$ cat src/rtl/bcd_down_timer.sv
// Purpose: four-digit BCD countdown timer (00.00-99.99 s) with preset, pause, done and expire.
// Latency: 1 clk from any accepted input pulse to the registered digits/running/done/expire.
// Backpressure: none. Inputs are single-clk pulses. One action per cycle, priority clr > load > start_stop > tick.
//
// Ports:
//   clk, rst_n           : clock and asynchronous active-low reset
//   tick                 : 0.01 s enable pulse
//   start_stop           : start/pause toggle pulse
//   clr                  : reload the digits from the preset and return to IDLE
//   load, ld_d0..ld_d3   : capture a new preset (each digit clamped to 9)
//   d0..d3               : current count, 0.01 s digit first
//   running, done        : state levels (RUN, DONE)
//   expire               : one-clk pulse on the edge where the count reaches 00.00
module bcd_down_timer #(
    parameter bit AUTO_RELOAD = 1'b0
) (
    input  logic       clk,
    input  logic       rst_n,
    input  logic       tick,
    input  logic       start_stop,
    input  logic       clr,
    input  logic       load,
    input  logic [3:0] ld_d0,
    input  logic [3:0] ld_d1,
    input  logic [3:0] ld_d2,
    input  logic [3:0] ld_d3,
    output logic [3:0] d0,
    output logic [3:0] d1,
    output logic [3:0] d2,
    output logic [3:0] d3,
    output logic       running,
    output logic       done,
    output logic       expire
);

    typedef enum logic [1:0] {
        S_IDLE  = 2'd0,
        S_RUN   = 2'd1,
        S_PAUSE = 2'd2,
        S_DONE  = 2'd3
    } state_t;

    state_t     r_state;
    logic [3:0] r_d0, r_d1, r_d2, r_d3;
    logic [3:0] r_p0, r_p1, r_p2, r_p3;
    logic       r_running, r_done, r_expire;

    logic [3:0] w_n0, w_n1, w_n2, w_n3;
    logic [3:0] w_c0, w_c1, w_c2, w_c3;
    logic       w_b1, w_b2, w_b3;
    logic       w_cur_zero, w_dec_zero, w_reload;

    function automatic logic [3:0] clamp9(input logic [3:0] d);
        return (d > 4'd9) ? 4'd9 : d;
    endfunction

    // Borrow chain: a digit borrows only when every digit below it is 0.
    always_comb begin
        w_b1 = (r_d0 == 4'd0);
        w_b2 = w_b1 && (r_d1 == 4'd0);
        w_b3 = w_b2 && (r_d2 == 4'd0);
        w_n0 = (r_d0 == 4'd0) ? 4'd9 : r_d0 - 4'd1;
        w_n1 = w_b1 ? ((r_d1 == 4'd0) ? 4'd9 : r_d1 - 4'd1) : r_d1;
        w_n2 = w_b2 ? ((r_d2 == 4'd0) ? 4'd9 : r_d2 - 4'd1) : r_d2;
        w_n3 = w_b3 ? r_d3 - 4'd1 : r_d3;
    end

    assign w_c0 = clamp9(ld_d0);
    assign w_c1 = clamp9(ld_d1);
    assign w_c2 = clamp9(ld_d2);
    assign w_c3 = clamp9(ld_d3);

    assign w_cur_zero = ({r_d3, r_d2, r_d1, r_d0} == 16'h0000);
    // The decrement lands on 00.00 exactly when the count is 00.01.
    assign w_dec_zero = ({r_d3, r_d2, r_d1, r_d0} == 16'h0001);
    // A zero preset would reload straight back to 00.00, so it falls back to DONE.
    assign w_reload   = AUTO_RELOAD && ({r_p3, r_p2, r_p1, r_p0} != 16'h0000);

    always_ff @(posedge clk or negedge rst_n) begin
        if (!rst_n) begin
            r_state   <= S_IDLE;
            r_d0      <= 4'd0;
            r_d1      <= 4'd0;
            r_d2      <= 4'd0;
            r_d3      <= 4'd0;
            r_p0      <= 4'd0;
            r_p1      <= 4'd0;
            r_p2      <= 4'd0;
            r_p3      <= 4'd0;
            r_running <= 1'b0;
            r_done    <= 1'b0;
            r_expire  <= 1'b0;
        end else begin
            r_expire <= 1'b0;
            if (clr) begin
                {r_d3, r_d2, r_d1, r_d0} <= {r_p3, r_p2, r_p1, r_p0};
                r_state   <= S_IDLE;
                r_running <= 1'b0;
                r_done    <= 1'b0;
            end else if (load) begin
                // A load in RUN still claims the cycle; it just does nothing.
                if (r_state != S_RUN) begin
                    {r_p3, r_p2, r_p1, r_p0} <= {w_c3, w_c2, w_c1, w_c0};
                    {r_d3, r_d2, r_d1, r_d0} <= {w_c3, w_c2, w_c1, w_c0};
                    r_state   <= S_IDLE;
                    r_running <= 1'b0;
                    r_done    <= 1'b0;
                end
            end else if (start_stop) begin
                case (r_state)
                    S_IDLE: begin
                        if (!w_cur_zero) begin
                            r_state   <= S_RUN;
                            r_running <= 1'b1;
                        end
                    end
                    S_RUN: begin
                        r_state   <= S_PAUSE;
                        r_running <= 1'b0;
                    end
                    S_PAUSE: begin
                        r_state   <= S_RUN;
                        r_running <= 1'b1;
                    end
                    default: ;
                endcase
            end else if (tick && (r_state == S_RUN)) begin
                if (w_cur_zero) begin
                    // Only reachable with auto-reload: the tick after expiry restarts the count.
                    if (w_reload) begin
                        {r_d3, r_d2, r_d1, r_d0} <= {r_p3, r_p2, r_p1, r_p0};
                    end
                end else begin
                    {r_d3, r_d2, r_d1, r_d0} <= {w_n3, w_n2, w_n1, w_n0};
                    if (w_dec_zero) begin
                        r_expire <= 1'b1;
                        if (!w_reload) begin
                            r_state   <= S_DONE;
                            r_running <= 1'b0;
                            r_done    <= 1'b1;
                        end
                    end
                end
            end
        end
    end

    assign d0      = r_d0;
    assign d1      = r_d1;
    assign d2      = r_d2;
    assign d3      = r_d3;
    assign running = r_running;
    assign done    = r_done;
    assign expire  = r_expire;

endmodule

$ cat config.mk
export PLATFORM = sky130hd
export DESIGN_NAME = bcd_down_timer
export DESIGN_NICKNAME = d
export VERILOG_FILES = /design/src/rtl/bcd_down_timer.sv
export SDC_FILE = /design/constraint.sdc
export NUM_CORES = 1
export LEC_CHECK = 0
export ABC_AREA = 1
export CELL_PAD_IN_SITES_DETAIL_PLACEMENT = 1
export CELL_PAD_IN_SITES_GLOBAL_PLACEMENT = 1
export CORE_ASPECT_RATIO = 1.75
export CORE_MARGIN = 10
export CORE_UTILIZATION = 33
export DETAILED_ROUTE_END_ITERATION = 10
export PLACE_DENSITY_LB_ADDON = 0.1
export SLEW_MARGIN = 10
export SYNTH_ARGS = -nofsm -noshare
export SYNTH_HDL_FRONTEND = slang
export SYNTH_SLANG_ARGS = --single-unit
export TNS_END_PERCENT = 100
$ cat constraint.sdc
create_clock -name clk -period 1.9 [get_ports clk]
set_clock_uncertainty 0.15 [all_clocks]
set_input_delay 0.57 -clock clk [delete_from_list [all_inputs] [get_ports clk]]
set_output_delay 0.57 -clock clk [all_outputs]
set_load 0.05 [all_outputs]
After elaboration in Yosys (flattened, before gate mapping)
Index checks and enable logic that the tools add are counted.

Bits in writable memories: 0. Memories: 0. ROM bits: 0. Bits of input ports: 22. Flip-flop bits (word level): 37. Logic and storage cells: 117. Output and inout port bits: 19. Bits in latches: 0.

Reduce and logical (&&, ||, !) cells: 22. $add $sub $neg: 4. Div/mod/pow operators: 0. Bitwise logic cells: 1. $mul: 0. Muxes and demuxes: 64. Equal/unequal tests: 10. Shift operators: 0. Magnitude comparators: 4.

Operators by type and width (count): two-way mux 4 bit (34); two-way mux 1 bit (20); AND reduction 5 bit (4); == test 16 x 1 -> 1 bit (second input constant) (1); > comparator 4 bit (second input constant) (4); zero test 16 bit (1); two-way mux 2 bit (8); subtractor 4 x 1 -> 4 bit (second input constant) (4); nonzero test 3 bit (5); zero test 4 bit (3); != test 4 bit (second input constant) (2); nonzero test 4 bit (2); != test 6 x 1 -> 1 bit (second input constant) (1); case mux 2 bit (3 select lines) (1); AND reduction 6 bit (1); AND reduction 4 bit (1); logical AND 1 bit (3); != test 3 x 1 -> 1 bit (second input constant) (1); != test 3 x 2 -> 1 bit (second input constant) (1); != test 3 bit (second input constant) (1); case mux 1 bit (3 select lines) (1); AND reduction 3 bit (1); == test 2 x 1 -> 1 bit (second input constant) (1); == test 2 bit (second input constant) (1); 3 further kinds (3).

Depth between registers and ports, before layout
Depth after elaboration: 9. Gate-level depth with buffers: 11. Gate-level depth less buffers: 11.

Least setup slack after synthesis
Ideal clock, no wire load.

Path kind: register to register. Start: register r_d3[0] (netlist: d3[0]). End: register r_d1[0] (netlist: d1[0]). Arrival time: 1.619 ns. Clock period less this slack: 1.889 ns. Data required time: 1.631 ns. Path buffers: 0. Setup time: 0.119 ns. Setup slack: 0.011 ns. Stages on the path, launching flop included: 10. Path through: dfrtp_1 > inv_1 > ha_1 > nand3_1 > nor2_1 > nand3_2 > nand2_4 > nor2_8 > nand2_2 > o21ai_2.

Longest elaborated chain between the ends: 3.

RTL lines: start, declared (line 44) `logic [3:0] r_d0, r_d1, r_d2, r_d3;`; start signal, assigned (line 96) `{r_d3, r_d2, r_d1, r_d0} <= {r_p3, r_p2, r_p1, r_p0};`; start signal, assigned (line 104) `{r_d3, r_d2, r_d1, r_d0} <= {w_c3, w_c2, w_c1, w_c0};`; start signal, assigned (line 131) `{r_d3, r_d2, r_d1, r_d0} <= {r_p3, r_p2, r_p1, r_p0};`; zero test 16 bit (line 73) `assign w_cur_zero = ({r_d3, r_d2, r_d1, r_d0} == 16'h0000);`; != test 3 bit (no source line); AND reduction 5 bit (no source line); end signal, assigned (line 96); end signal, assigned (line 104); end signal, assigned (line 131); end, declared (line 44).

No other way between the ends. A chain may end at the register's enable or synchronous reset.

Worst setup path in the final report
Start: register r_d0[3] (netlist: d0[3]). End: register r_d3[1] (netlist: d3[1]).

Longest elaborated chain between the ends: 5. Elaborated cells between the ends (all ways): 7. Those cells by class: eq/ne (1); reduce/logical (6).

RTL lines: start, declared (line 44); start signal, assigned (line 96); start signal, assigned (line 104); start signal, assigned (line 131); zero test 4 bit (line 59) `w_b1 = (r_d0 == 4'd0);`; logical AND 1 bit (line 60) `w_b2 = w_b1 && (r_d1 == 4'd0);`; logical AND 1 bit (line 61) `w_b3 = w_b2 && (r_d2 == 4'd0);`; nonzero test 3 bit (no source line); AND reduction 5 bit (no source line) *.

Mark *: on every way between the ends. The rest lies on a longest branch, timed or not.

==> results by group <==
Status
  – Outcome: finished, final reports clean

Global route
  – Largest net degree at the start of global routing: 38
  – Initial antenna violation count: 0
  – Total GRT Usage: 0.143
  – Vias in the first global route: 2643
  – Remaining Overflow, GRT: 0
  – First-pass GRT wire length: 12700 um

Floorplanning
  – Die area: about 11000 um2
  – Die width: about 83 um
  – Die height: 131 um
  – Io pins: 41
  – Floorplan core area: 6860 um2
  – Row cnt: 40
  – Starting Density: 0.338

Clocking
  – Clock Latency Late Sink: between 200 and 300 ps
  – # clock sinks: 37
  – Clk slew on worst S/H paths: approximately 60 ps
  – H-tree Lvls: 2
  – CTS Buffer Depth: 2
  – CTS Root Cell: clkbuf_16
  – TritonCTS Buffers: 5
  – Hold-fix buffers, CTS: 0
  – TritonCTS clock tree: built

Logic synthesis
  – Complex-gate fraction of the synthesized area: 0.155
  – Post-Synth Adder-Cell Area: 0.0108
  – Unique masters post-synth: 32
  – Largest family of logic cells by synthesized area: simple AND/OR/NAND/NOR gates
  – Syn Area/Cell: ~7.4 um2
  – Syn Inst Count: about 310
  – Simple-gate share of the synthesized area: 0.340
  – Post-Synthesis Net Count: between 300 and 400
  – Sequential fraction of the synthesis area: 0.400
  – Post-synthesis xor/xnor area fraction: 0.00378
  – Flops & latches, synth: 37
  – Synth warn: 0
  – Post-Syn Area: ~2300 um2
  – Mux cell area share after synthesis: 0

Place
  – Routability Congestion: 0.818
  – Port bufs: 40
  – Dpl ws: -459 ps
  – DP HPWL: around 6100 um

Drt
  – WL per Instance: 15.9 um
  – ANT nets after route: 0
  – DRC: 0
  – DR iter-0 viols: between 100 and 150
  – Drt pass-1 iters: 4
  – Vias: roughly 2400
  – Routed WL: about 7600 um
  – Vias/cell: between 4 and 5

Finish
  – Area Growth Syn to Fin: 51.3%
  – ANT cells: 0
  – Commonest non-fill, non-tap cells in the layout: nand2_1, buf_4, dfrtp_1
  – Total Nets Final: between 400 and 500
  – Fin util: 0.511
  – Share of post-route cells with drive strength above 1: 0.285
  – Commonest non-fill, non-tap cell in the layout: nand2_1

Timing
  – Final setup TNS: 0 ps
  – Setup violators final: 0
  – Final Critical Period: about 1800 ps
  – Endpoints failing hold: 0
  – Worst rel slew slack: 0.797
  – Max Slew Vio Count: 0
  – Worst setup margin: approximately 88 ps
  – Fmax: 552 MHz
  – Final Cycle Share: 0.954
  – Slew @ Worst Pin: approximately 300 ps
  – RSZ-0062 raised after global routing: false

Critical path
  – Critical path class: reg -> reg
  – Worst path max stage delay: approximately 450 ps
  – Arrival time at the worst endpoint: around 1800 ps
  – Crit path required time: about 1900 ps
  – Crit path top cell by count: nand2_1
  – Worst Setup Start Kind: flip-flop
  – Crit path max fanout: 4
  – CP max-delay cell: dfrtp_1
  – Critical path cell sequence: nor2_1 > nand2_1 > nor2_4 > inv_1 > nand2_1 > nand4_1 > nand2_1 > nand2_1
  – Crit end category: flip-flop

Power and ir drop
  – Leak pwr: about 1.7 nW
  – Max VDD drop: roughly 0.00065 V
  – Cell area power density: roughly 1000 nW/um2

Job
  – MaxCap Viol Count: 0

Hold path
  – Hold crit path type: in -> async
==> cell families (layout without fill, tap and decap cells) <==
logic type,count (synthesis),after routing
compound gates,58,58
xor+xnor,1,1
fa+ha+maj,2,2
buf+inv,52,136
flops,37,37
simple gates,163,163
==> registers in the layout (all words and copies together), names as in the netlist <==
register,cells
d0,4
d1,4
d2,4
d3,4
done,1
expire,1
r_p0,4
r_p1,4
r_p2,4
r_p3,4
r_state,2
running,1
==> path summary, 6_finish.rpt <==
check / start / to / slack [ps] / cells after the start
worst max-delay path: d0[3] / d3[1] / 90 / 8
worst min-delay path: rst_n / r_p3[3] / 90 / 2
worst max register to register: d0[3] / d3[1] / 90 / 8
worst min register to register: r_p2[1] / r_p2[1] / 330 / 2
max in group asynchronous: rst_n / r_p0[1] / 1290 / 2
min in group clk: r_p2[1] / r_p2[1] / 330 / 2
==> final cells by class <==
type                            instances  area [um2]
Clock buffer                            7         143
Multi-Input combinational cell        224        1210
Timing Repair Buffer                   83         945
Inverter                               46         175
Sequential cell                        37         926
Tap cell                               84         105
Fill cell                             832        3350
==> metrics by stage <==
stage / hold WS, ps / cell area (um2) / power (mW) / instances
floorplan: 124 / 2320 / 1.96 / 313
global placement: 307 / 3320 / 2.80 / 473
detailed placement: 319 / 3320 / 2.83 / 473
CTS: 110 / 3470 / 3.68 / 480
global route: 107 / 3500 / 3.88 / 481
finish: 92.8 / 3500 / 3.68 / 481
==> cell usage after synthesis, drive strengths merged <==
| cell type | n | area (um2) |
|---|---|---|
| o211ai | 5 | 37.5 |
| nor3 | 4 | 20.0 |
| ha | 2 | 25.0 |
| a21oi | 11 | 58.8 |
| dfrtp | 37 | 926 |
| inv | 45 | 171 |
| nand2 | 99 | 402 |
| clkinv | 1 | 3.75 |
| or2 | 1 | 6.26 |
| o22ai | 2 | 12.5 |
| and2 | 2 | 12.5 |
| nand3 | 15 | 92.6 |
| xor2 | 1 | 8.76 |
| buf | 6 | 36.3 |
| o21ai | 37 | 223 |
| nor2 | 35 | 210 |
| nand4 | 7 | 43.8 |
| o221ai | 3 | 26.3 |
==> critical path: cells and delay by family (launching register included) <==
kind / cells / cell delay, ps
and+or+nand+nor: 7 / 1010
DFF: 1 / 450
buffers and inverters: 1 / 60
==> layer usage <==
metal	part of all wire	wire, um	GRT usage	up-vias
met2	0.54	4150	0.274	41
met1	0.40	3060	0.145	1148
met5	0	0	0	-
met4	0.025	189	0.0634	0
met3	0.031	234	0.0304	15
li1	-	-	-	1168
==> power breakdown <==
part           leakage, nW  internal (mW)  switching [mW]
Clock               0.0700          0.516           0.332
Sequential           0.469          0.939           0.143
Combinational         1.16          0.762           0.985
Total                 1.70           2.22            1.46
==> timing repair <==
| item | in CTS | in global routing |
|---|---|---|
| buffers inserted | 0 | 1 |
| setup endpoints to repair | 32 | 18 |
| pin swaps | 0 | 2 |
| cloned | 0 | 0 |
| resized for setup | 5 | 6 |
(Power assumes the default switching activity.)
